===== src/rtl/alu_control_md.sv =====
`default_nettype none
// ============================================================================
// Module   : alu_control_md
// Brief    : RV32 ALU control decode plus multi-cycle M-extension mul/div unit
// Revision : 1.0 - initial release
// ============================================================================
module alu_control_md #(
    parameter int DATA_W   = 32,
    parameter int MUL_STEP = 1
) (
    input  logic              clk,
    input  logic              arst,
    input  logic              in_valid,
    input  logic              flush,
    input  logic              func7_5,
    input  logic              func7_0,
    input  logic [2:0]        func3,
    input  logic [1:0]        alu_op,
    input  logic [DATA_W-1:0] operand_a,
    input  logic [DATA_W-1:0] operand_b,
    output logic [3:0]        alu_control,
    output logic              md_stall,
    output logic              md_valid,
    output logic [DATA_W-1:0] md_result
);

    localparam int CNT_W = $clog2(DATA_W);
    localparam logic [CNT_W-1:0] c_MUL_LAST = CNT_W'(DATA_W / MUL_STEP - 1);
    localparam logic [CNT_W-1:0] c_DIV_LAST = CNT_W'(DATA_W - 1);

    localparam logic [3:0] c_AND  = 4'd0;
    localparam logic [3:0] c_OR   = 4'd1;
    localparam logic [3:0] c_ADD  = 4'd2;
    localparam logic [3:0] c_SLL  = 4'd3;
    localparam logic [3:0] c_SRL  = 4'd4;
    localparam logic [3:0] c_SUB  = 4'd6;
    localparam logic [3:0] c_SLT  = 4'd7;
    localparam logic [3:0] c_MUL  = 4'd8;
    localparam logic [3:0] c_MULH = 4'd9;
    localparam logic [3:0] c_DIV  = 4'd10;
    localparam logic [3:0] c_DIVU = 4'd11;
    localparam logic [3:0] c_REM  = 4'd12;
    localparam logic [3:0] c_REMU = 4'd13;

    typedef enum logic [1:0] {
        S_IDLE = 2'd0,
        S_MUL  = 2'd1,
        S_DIV  = 2'd2,
        S_DONE = 2'd3
    } state_t;

    state_t              state_q, state_d;
    logic [CNT_W-1:0]    cnt_q, cnt_d;
    logic [1:0]          op_q, op_d;
    logic                sa_q, sa_d;
    logic                sb_q, sb_d;
    logic [2*DATA_W-1:0] acc_q, acc_d;
    logic [2*DATA_W-1:0] mcand_q, mcand_d;
    logic [DATA_W-1:0]   mplr_q, mplr_d;
    logic [DATA_W-1:0]   rem_q, rem_d;
    logic [DATA_W-1:0]   quo_q, quo_d;
    logic [DATA_W-1:0]   dvsr_q, dvsr_d;
    logic                md_valid_q, md_valid_d;
    logic [DATA_W-1:0]   md_result_q, md_result_d;

    logic                w_is_m;
    logic                w_md_op;
    logic                w_sgn;
    logic [DATA_W-1:0]   w_mag_a;
    logic [DATA_W-1:0]   w_mag_b;
    logic [2*DATA_W-1:0] w_pp;
    logic [2*DATA_W-1:0] w_prod;
    logic [DATA_W:0]     w_div_shift;
    logic [DATA_W:0]     w_div_trial;
    logic [DATA_W-1:0]   w_quo_fin;
    logic [DATA_W-1:0]   w_rem_fin;

    always_comb begin
        alu_control = c_AND;
        w_is_m      = 1'b0;
        case (alu_op)
            2'b00: alu_control = c_ADD;
            2'b01: alu_control = c_SUB;
            2'b10: begin
                if (!func7_5 && !func7_0) begin
                    case (func3)
                        3'b000:  alu_control = c_ADD;
                        3'b111:  alu_control = c_AND;
                        3'b110:  alu_control = c_OR;
                        3'b010:  alu_control = c_SLT;
                        3'b001:  alu_control = c_SLL;
                        3'b101:  alu_control = c_SRL;
                        default: alu_control = c_AND;
                    endcase
                end else if (func7_5 && !func7_0 && func3 == 3'b000) begin
                    alu_control = c_SUB;
                end else if (!func7_5 && func7_0) begin
                    w_is_m = 1'b1;
                    case (func3)
                        3'b000:  alu_control = c_MUL;
                        3'b001:  alu_control = c_MULH;
                        3'b100:  alu_control = c_DIV;
                        3'b101:  alu_control = c_DIVU;
                        3'b110:  alu_control = c_REM;
                        3'b111:  alu_control = c_REMU;
                        default: w_is_m = 1'b0;
                    endcase
                end
            end
            default: alu_control = c_AND;
        endcase
    end

    assign w_md_op  = in_valid & w_is_m;
    // Gated by arst so the hold request releases the instant reset asserts.
    assign md_stall = w_md_op & (state_q != S_DONE) & ~flush & ~arst;

    always_comb begin
        w_pp = '0;
        for (int i = 0; i < MUL_STEP; i++) begin
            if (mplr_q[i]) begin
                w_pp = w_pp + (mcand_q << i);
            end
        end
    end

    assign w_div_shift = {rem_q, quo_q[DATA_W-1]};
    assign w_div_trial = w_div_shift - {1'b0, dvsr_q};

    always_comb begin
        state_d     = state_q;
        cnt_d       = cnt_q;
        op_d        = op_q;
        sa_d        = sa_q;
        sb_d        = sb_q;
        acc_d       = acc_q;
        mcand_d     = mcand_q;
        mplr_d      = mplr_q;
        rem_d       = rem_q;
        quo_d       = quo_q;
        dvsr_d      = dvsr_q;
        md_valid_d  = 1'b0;
        md_result_d = md_result_q;
        w_sgn       = ~func3[2] | ~func3[0];
        w_mag_a     = operand_a;
        w_mag_b     = operand_b;
        w_prod      = '0;
        w_quo_fin   = '0;
        w_rem_fin   = '0;

        case (state_q)
            S_IDLE: begin
                if (w_md_op && !flush) begin
                    op_d    = func3[1:0];
                    sa_d    = w_sgn & operand_a[DATA_W-1];
                    sb_d    = w_sgn & operand_b[DATA_W-1];
                    w_mag_a = sa_d ? -operand_a : operand_a;
                    w_mag_b = sb_d ? -operand_b : operand_b;
                    cnt_d   = '0;
                    acc_d   = '0;
                    mcand_d = {{DATA_W{1'b0}}, w_mag_a};
                    mplr_d  = w_mag_b;
                    rem_d   = '0;
                    quo_d   = w_mag_a;
                    dvsr_d  = w_mag_b;
                    state_d = func3[2] ? S_DIV : S_MUL;
                end
            end
            S_MUL: begin
                acc_d   = acc_q + w_pp;
                mcand_d = mcand_q << MUL_STEP;
                mplr_d  = mplr_q >> MUL_STEP;
                cnt_d   = cnt_q + CNT_W'(1);
                if (cnt_q == c_MUL_LAST) begin
                    w_prod      = (sa_q ^ sb_q) ? -acc_d : acc_d;
                    md_result_d = op_q[0] ? w_prod[2*DATA_W-1:DATA_W] : w_prod[DATA_W-1:0];
                    md_valid_d  = 1'b1;
                    cnt_d       = '0;
                    state_d     = S_DONE;
                end
            end
            S_DIV: begin
                rem_d = w_div_trial[DATA_W] ? w_div_shift[DATA_W-1:0] : w_div_trial[DATA_W-1:0];
                quo_d = {quo_q[DATA_W-2:0], ~w_div_trial[DATA_W]};
                cnt_d = cnt_q + CNT_W'(1);
                if (cnt_q == c_DIV_LAST) begin
                    // Zero divisor forces all-ones; the remainder naturally equals the dividend.
                    w_quo_fin   = (dvsr_q == '0) ? '1 : ((sa_q ^ sb_q) ? -quo_d : quo_d);
                    w_rem_fin   = sa_q ? -rem_d : rem_d;
                    md_result_d = op_q[1] ? w_rem_fin : w_quo_fin;
                    md_valid_d  = 1'b1;
                    cnt_d       = '0;
                    state_d     = S_DONE;
                end
            end
            default: begin
                state_d = S_IDLE;
            end
        endcase

        if (flush) begin
            state_d     = S_IDLE;
            cnt_d       = '0;
            md_valid_d  = 1'b0;
            md_result_d = md_result_q;
        end
    end

    always_ff @(posedge clk or posedge arst) begin
        if (arst) begin
            state_q     <= S_IDLE;
            cnt_q       <= '0;
            op_q        <= '0;
            sa_q        <= 1'b0;
            sb_q        <= 1'b0;
            acc_q       <= '0;
            mcand_q     <= '0;
            mplr_q      <= '0;
            rem_q       <= '0;
            quo_q       <= '0;
            dvsr_q      <= '0;
            md_valid_q  <= 1'b0;
            md_result_q <= '0;
        end else begin
            state_q     <= state_d;
            cnt_q       <= cnt_d;
            op_q        <= op_d;
            sa_q        <= sa_d;
            sb_q        <= sb_d;
            acc_q       <= acc_d;
            mcand_q     <= mcand_d;
            mplr_q      <= mplr_d;
            rem_q       <= rem_d;
            quo_q       <= quo_d;
            dvsr_q      <= dvsr_d;
            md_valid_q  <= md_valid_d;
            md_result_q <= md_result_d;
        end
    end

    assign md_valid  = md_valid_q;
    assign md_result = md_result_q;

endmodule
`default_nettype wire


===== config.mk =====
export PLATFORM = sky130hd
export DESIGN_NAME = alu_control_md
export DESIGN_NICKNAME = d
export VERILOG_FILES = /design/src/rtl/alu_control_md.sv
export SDC_FILE = /design/constraint.sdc
export NUM_CORES = 1
export LEC_CHECK = 0
export BUFFER_PORTS_ARGS = -buffer_cell sky130_fd_sc_hd__buf_2
export CAP_MARGIN = 25
export CELL_PAD_IN_SITES_DETAIL_PLACEMENT = 2
export CELL_PAD_IN_SITES_GLOBAL_PLACEMENT = 2
export CORE_ASPECT_RATIO = 0.7
export CORE_MARGIN = 8
export CORE_UTILIZATION = 41
export DETAILED_ROUTE_END_ITERATION = 8
export PLACE_DENSITY_LB_ADDON = 0.05
export SYNTH_ARGS = -nofsm -noshare
export SYNTH_HDL_FRONTEND = slang
export SYNTH_SLANG_ARGS = --single-unit
export TNS_END_PERCENT = 50

===== constraint.sdc =====
create_clock -name clk -period 20.6 [get_ports clk]
set_input_delay 4.12 -clock clk [delete_from_list [all_inputs] [get_ports clk]]
set_output_delay 4.12 -clock clk [all_outputs]
set_load 0.01 [all_outputs]

==> impl_metrics.py, run 1 <==
metrics = {
    "detailed_routing": {
        "vias_per_cell": 6.71,
        "detailroute.via_count": 26900,
        "wl_per_cell_um": 30.2,
        "drt-pass1-iter-count": 5,
        "drt-total-wl_mm": 121,
        "drt_iter0_drc": 2911,
        "final_antenna_net_count": 0,
        "drc": 0,
    },
    "die": {
        "die_width_um": 311,
        "core.rowCount": 75,
        "dieArea_um2": 69400,
        "io_pins": 113,
        "core_area_um2": 60200,
        "die_h_um": 223,
        "initial_core_util": 0.416,
    },
    "global_route": {
        "grt_pass1_wl_mm": 181,
        "grt.total_usage": 0.334,
        "grt_overflow": 0,
        "grt_pass1_vias": 27500,
        "grt_start_max_net_pins": 127,
        "antenna_found_initial": 15,
    },
    "sta": {
        "rsz0062_at_grt": "no",
        "whs_ns": 0.486,
        "fin_crit_ns": 9.48,
        "finalMaxSlewViolations": 0,
        "worst_pin_slew_ns": 1.18,
        "timing_hold_violations_final": 0,
        "finClkSkew_ns": 0.0178,
        "period_share": 0.460,
        "timing.setup.tns_ns": 0,
        "fmax_ghz": 0.105,
        "setup_violations": 0,
        "slew-limit-headroom": 0.211,
    },
    "worst_setup_path": {
        "critPathMaxFanout": 11,
        "required_ns": 16.48,
        "crit_chain": "buf_2, o21ai_0, nor4b_1, nand2_1, nor4_1, buf_2",
        "r2r_slack_ns": 12.88,
        "r2r-end": "md_result[16]",
        "arrival_ns": 5.36,
        "criticalPathCategory": "primary input to output port",
        "critPathMostFrequentCell": "buf_2",
        "worstSetupStartpointType": "primary input",
        "cp-end-kind": "output port",
        "reg2reg_from": "dvsr_q[0]",
        "critical-path-max-stage-delay_ns": 0.34,
        "worst-r2r-cell-count": 23,
        "crit_slowest_cell": "nor4b_1",
    },
    "yosys": {
        "ys_ff_latch": 300,
        "synth_top_family_by_area": "compound AO/OA/AOI/OAI gates",
        "ys.flop_type": "dfrtp_1",
        "synthXorXnorAreaFrac": 0.0772,
        "yosysUniqueCellTypes": 105,
        "avgSynthCellArea_um2": 7.91,
        "synth-edff-count": 0,
        "synth-warning-count": 0,
        "mappedNetlistArea_um2": 25000,
        "synthArstFlopShare": 1.00,
        "synthAdderAreaFrac": 0.0546,
        "yosysSeqAreaShare": 0.300,
        "synth_nets": 3350,
        "synth_simple_gate_area_share": 0.218,
        "synth_compound_gate_area_share": 0.288,
        "synth_cells": 3167,
        "synthMuxAreaShare": 0.0155,
    },
    "power": {
        "p_per_area_nw_per_um2": 136,
        "total_power_uw": 3750,
        "p_leak_uw": 0.0115,
        "vdd_drop_max_mv": 0.135,
    },
    "clock_network": {
        "ctsResizeCount": 0,
        "clockRootBuffer": "clkbuf_16",
        "cts_tree": "built",
        "holdBufCountCts": 0,
        "clk_latency_ns": 0.59,
        "clkTransAtPathRegs_ns": 0.06,
        "cts_setup_buffers": 0,
        "htreeDepth": 2,
        "numCtsBuffers": 38,
        "cts.sinks": 300,
        "clock_path_buffers": 3,
    },
    "min_path": {
        "hold_depth": 2,
        "hold_path_end": "mcand_q[45]",
        "hold_start": "mcand_q[45]",
        "min_path_type": "register to register",
    },
    "layout": {
        "syn2layout_area_growth_pct": 10.1,
        "fin_nets": 3351,
        "multiInputGateArea_um2": 16500,
        "fillers": 6825,
        "seq_area_um2": 7510,
        "drive_above_1_share": 0.0919,
        "fin_area_um2": 27600,
    },
    "place": {
        "portBuffers": 112,
        "dp_hpwl_mm": 93.0,
        "placed_area_um2": 26200,
        "routabilityCongestion": 0.945,
    },
    "job": {
        "max-cap-violations": 0,
    },
    "outcome": {
        "status": "finished clean",
    },
}
worst max-delay path, delay by kind of cell:
kind,cells,cell delay [ns]
AO/OA/AOI/OAI,1,0.12
buffers and inverters,2,0.38
AND/OR/NAND/NOR,3,0.73
how the worst max path moves through the flow:
stage,from,end,cells after the start
after floorplan,arst,acc_q[0],1
after global placement,func3[2],md_stall,6
after detailed placement,func3[2],md_stall,6
after CTS,func3[2],md_stall,6
after global routing,func3[2],md_stall,6
final,func3[2],md_stall,6
registers in the layout, summed over array words and instances, names as in the netlist, 2 cells and up:
| signal | count |
|---|---|
| dvsr_q | 32 |
| op_q | 2 |
| md_result | 32 |
| state_q | 2 |
| quo_q | 32 |
| rem_q | 32 |
| mplr_q | 32 |
| mcand_q | 64 |
| acc_q | 64 |
| cnt_q | 5 |
layout make-up:
cell class / instances / share of cell area
multi-input combinational: 2581 / 0.597
sequential: 300 / 0.272
tap: 808 / 0.0367
clock inverter: 18 / 0.00926
inverter: 89 / 0.0124
clock buffer: 52 / 0.0379
antenna: 10 / 0.000908
timing repair buffer: 158 / 0.0338
report_power, final:
group | internal [uW] | switching (uW) | leakage, uW | total, uW
combinational | 634 | 1540 | 0.00719 | 2170
sequential | 702 | 150 | 0.00372 | 853
clock | 413 | 312 | 0.000629 | 725
layout by cell type (no fill, tap or decap), types with 17 or more instances in the layout:
master / n
a211oi_1: 32
a21boi_0: 27
a21o_1: 36
a21oi_1: 241
a221oi_1: 21
a22o_1: 45
a22oi_1: 51
a31oi_1: 65
and2_1: 83
and3_1: 19
buf_2: 114
buf_4: 39
clkbuf_16: 38
dfrtp_1: 300
ha_1: 105
inv_1: 85
mux2i_1: 31
nand2_1: 367
nand2b_1: 23
nand3_1: 71
nand4_1: 49
nor2_1: 236
nor3_1: 79
nor4_1: 43
o211ai_1: 28
o21a_1: 18
o21ai_0: 278
o221ai_1: 17
o22ai_1: 55
o31ai_1: 37
or3_1: 29
xnor2_1: 116
xor2_1: 101
Yosys cell counts, drive strengths merged (11+ instances only):
master | count | area, um2
a211o | 13 | 114
a211oi | 34 | 265
a21boi | 29 | 218
a21o | 37 | 279
a21oi | 248 | 1260
a221oi | 21 | 184
a22o | 45 | 394
a22oi | 52 | 404
a31oi | 65 | 407
and2 | 85 | 533
and3 | 20 | 126
buf | 34 | 223
clkbuf | 162 | 608
dfrtp | 300 | 7510
ha | 106 | 1330
inv | 87 | 327
mux2i | 31 | 310
nand2 | 370 | 1400
nand2b | 23 | 144
nand3 | 72 | 365
nand4 | 51 | 340
nor2 | 237 | 890
nor3 | 80 | 400
nor4 | 48 | 358
nor4b | 11 | 111
o211ai | 31 | 248
o21a | 18 | 135
o21ai | 299 | 1520
o221ai | 17 | 149
o22ai | 55 | 344
o31ai | 37 | 278
o41ai | 15 | 131
or2 | 13 | 81.3
or3 | 30 | 189
or4 | 13 | 97.6
xnor2 | 118 | 1040
xor2 | 102 | 893
per-stage QoR:
stage | instances | setup WS [ns] | utilization
floorplan | 3167 | 8.19 | -
global placement | 3929 | 11.10 | 0.435
detailed placement | 3931 | 11.09 | 0.435
CTS | 4001 | 11.07 | 0.457
global route | 4015 | 10.94 | 0.458
finish | 4016 | 11.12 | 0.458
cells by family after synthesis:
family / count (synthesis)
compound gates: 1110
xor+xnor: 220
fa+ha+maj: 108
buf+inv: 286
flops: 300
mux: 38
simple gates: 1105
layer usage:
layer / track usage / routed length (um)
met1: 0.518 / 59000
met2: 0.473 / 49500
met3: 0.0669 / 10700
met4: 0.0587 / 1950
met5: 0 / 34
No activity file was read; power rests on OpenSTA's default activity.
==> run 2: changes to the inputs <==
Settings changed: CORE_UTILIZATION 41 to 38.
Clock period 20.6 ns to 8.9 ns, I/O delays scaled along.
==> run 2 against run 1 <==
Die area is 7.4% higher. Global-route usage is 1.4 points lower. Cell count is 1.6% higher. Hold slack better by 0.0044 ns. Sequential cell count stayed put. Total power is 130% higher. Largest cell class unchanged. Highest routed layer unchanged.
==> impl_metrics.py, run 2 (synthesized netlist as in run 1, its figures left out) <==
metrics = {
    "layout": {
        "fin_cells": 4082,
        "layout_common_cells": "nand2_1 (367), dfrtp_1 (300), o21ai_0 (278)",
        "drive_above_1_share": 0.0922,
        "syn2layout_area_growth_pct": 10.2,
        "final_common_cell": "nand2_1",
        "finish.utilization": 0.425,
        "fin_area_um2": 27600,
        "fin_nets": 3355,
        "top_regs": "acc_q: 64 flops, mcand_q: 64 flops",
    },
    "place": {
        "placed_area_um2": 26300,
        "portBuffers": 112,
        "dp_hpwl_mm": 97.0,
        "place_inst": 4009,
        "routabilityCongestion": 0.957,
    },
    "power": {
        "power_frac_comb": 0.588,
        "vdd_drop_max_mv": 0.272,
        "switching_share": 0.535,
        "switching_power_uw": 4600,
        "seqPwrFrac": 0.226,
        "p_leak_uw": 0.0115,
        "intPower_uw": 4000,
        "p_clk_frac": 0.186,
        "p_per_area_nw_per_um2": 312,
    },
    "global_route": {
        "grt_pass1_vias": 27400,
        "grt_pass1_wl_mm": 184,
        "grt_start_max_net_pins": 148,
        "grt_overflow": 0,
        "grt.total_usage": 0.320,
        "antenna_found_initial": 6,
    },
    "sta": {
        "finClkSkew_ns": 0.0266,
        "finalMaxSlewViolations": 0,
        "period_share": 0.835,
        "setup_violations": 0,
        "slew-limit-headroom": 0.220,
        "fin_crit_ns": 7.43,
        "fmax_ghz": 0.135,
        "timing.setup.tns_ns": 0,
        "timing_hold_violations_final": 0,
        "rsz0062_at_grt": "no",
        "worst_pin_slew_ns": 1.16,
    },
    "clock_network": {
        "cts_setup_buffers": 0,
        "cts.sinks": 300,
        "clockRootBuffer": "clkbuf_16",
        "clk_latency_ns": 0.60,
        "holdBufCountCts": 0,
        "ctsResizeCount": 0,
        "cts_tree": "built",
        "clkTransAtPathRegs_ns": 0.06,
        "clock_path_buffers": 3,
        "numCtsBuffers": 37,
        "htreeDepth": 2,
    },
    "detailed_routing": {
        "wl_per_cell_um": 30.2,
        "detailroute.via_count": 26800,
        "vias_per_cell": 6.56,
        "drc": 0,
        "drt-pass1-iter-count": 6,
        "drt_iter0_drc": 2663,
        "drt-total-wl_mm": 123,
        "final_antenna_net_count": 0,
    },
    "die": {
        "core.rowCount": 78,
        "dieArea_um2": 74500,
        "die_h_um": 231,
        "io_pins": 113,
        "initial_core_util": 0.385,
        "die_width_um": 323,
        "core_area_um2": 65000,
    },
    "min_path": {
        "min_path_type": "register to register",
    },
    "worst_setup_path": {
        "criticalPathCategory": "register to register",
        "worstSetupStartpointType": "register",
        "crit_family": "compound AO/OA/AOI/OAI gates",
        "crit_chain": "inv_1, ha_1, inv_1, fa_1, a211oi_1, o211ai_1, a211oi_1, nor4_1, o21ai_1, and2_2, inv_1, buf_4, a21oi_1, ha_1, nand3_1, a2111oi_0, a31oi_1, nand3b_1, o31ai_1, xnor2_1, o221ai_1, o211ai_1",
        "arrival_ns": 7.89,
        "cp-end-kind": "register",
        "critical-path-max-stage-delay_ns": 0.76,
        "crit_slowest_cell": "and2_2",
        "critPathMostFrequentCell": "inv_1",
        "critPathMaxFanout": 38,
        "crit_buf_inv": 4,
        "required_ns": 9.35,
    },
    "job": {
        "max-cap-violations": 0,
    },
    "outcome": {
        "status": "finished clean",
    },
}
-- run 2: worst min-delay path, cell delays in order (launching register included) --
cell	delay, ns
dfrtp_1	0.35
nand2_1	0.06
nand2_1	0.05
-- run 2: stage by stage --
step                      hold WS (ns)  worst slack, ns  power [uW]
after floorplan                  0.439             3.13        4870
after global placement           0.464             2.12        6600
after detailed placement         0.478             1.82        6780
after CTS                        0.494             1.75        8430
after global routing             0.516             1.09        8940
final                            0.491             1.47        8600
-- run 2: power groups by stage --
stage / combinational [uW] / sequential (uW) / clock [uW]
after floorplan: 3060 / 1810 / 0
after detailed placement: 4830 / 1950 / 0
after global placement: 4660 / 1940 / 0
after global routing: 5310 / 1960 / 1670
after CTS: 4880 / 1930 / 1630
final: 5060 / 1940 / 1600
-- run 2: path summary, 6_finish.rpt --
kind | from | endpoint | slack, ns | depth (start not counted)
min reg2reg | mcand_q[63] | mcand_q[63] | 0.49 | 2
max reg2reg | quo_q[31] | md_result[30] | 1.47 | 22
min | mcand_q[63] | mcand_q[63] | 0.49 | 2
max in group asynchronous | arst | rem_q[10] | 6.32 | 3
max | quo_q[31] | md_result[30] | 1.47 | 22
min in group asynchronous | arst | cnt_q[1] | 1.25 | 2
-- run 2: layer usage --
metal | global-route usage | wire length, um | vias to the layer above | share of wire
li1 | - | - | 11800 | -
met1 | 0.502 | 60800 | 14000 | 0.49
met2 | 0.440 | 49300 | 967 | 0.40
met3 | 0.0759 | 11300 | 120 | 0.092
met4 | 0.0518 | 1760 | 6 | 0.014
met5 | 0 | 47 | - | 0.00038
-- run 2: cell type report --
cell class,count,area (um2)
inverters,89,338
multi-input cells,2581,16400
diodes,3,7.51
clock inverters,14,179
fillers,7369,37400
flip-flops and latches,300,7510
repair buffers,163,983
well taps,880,1100
clock buffers,52,1030
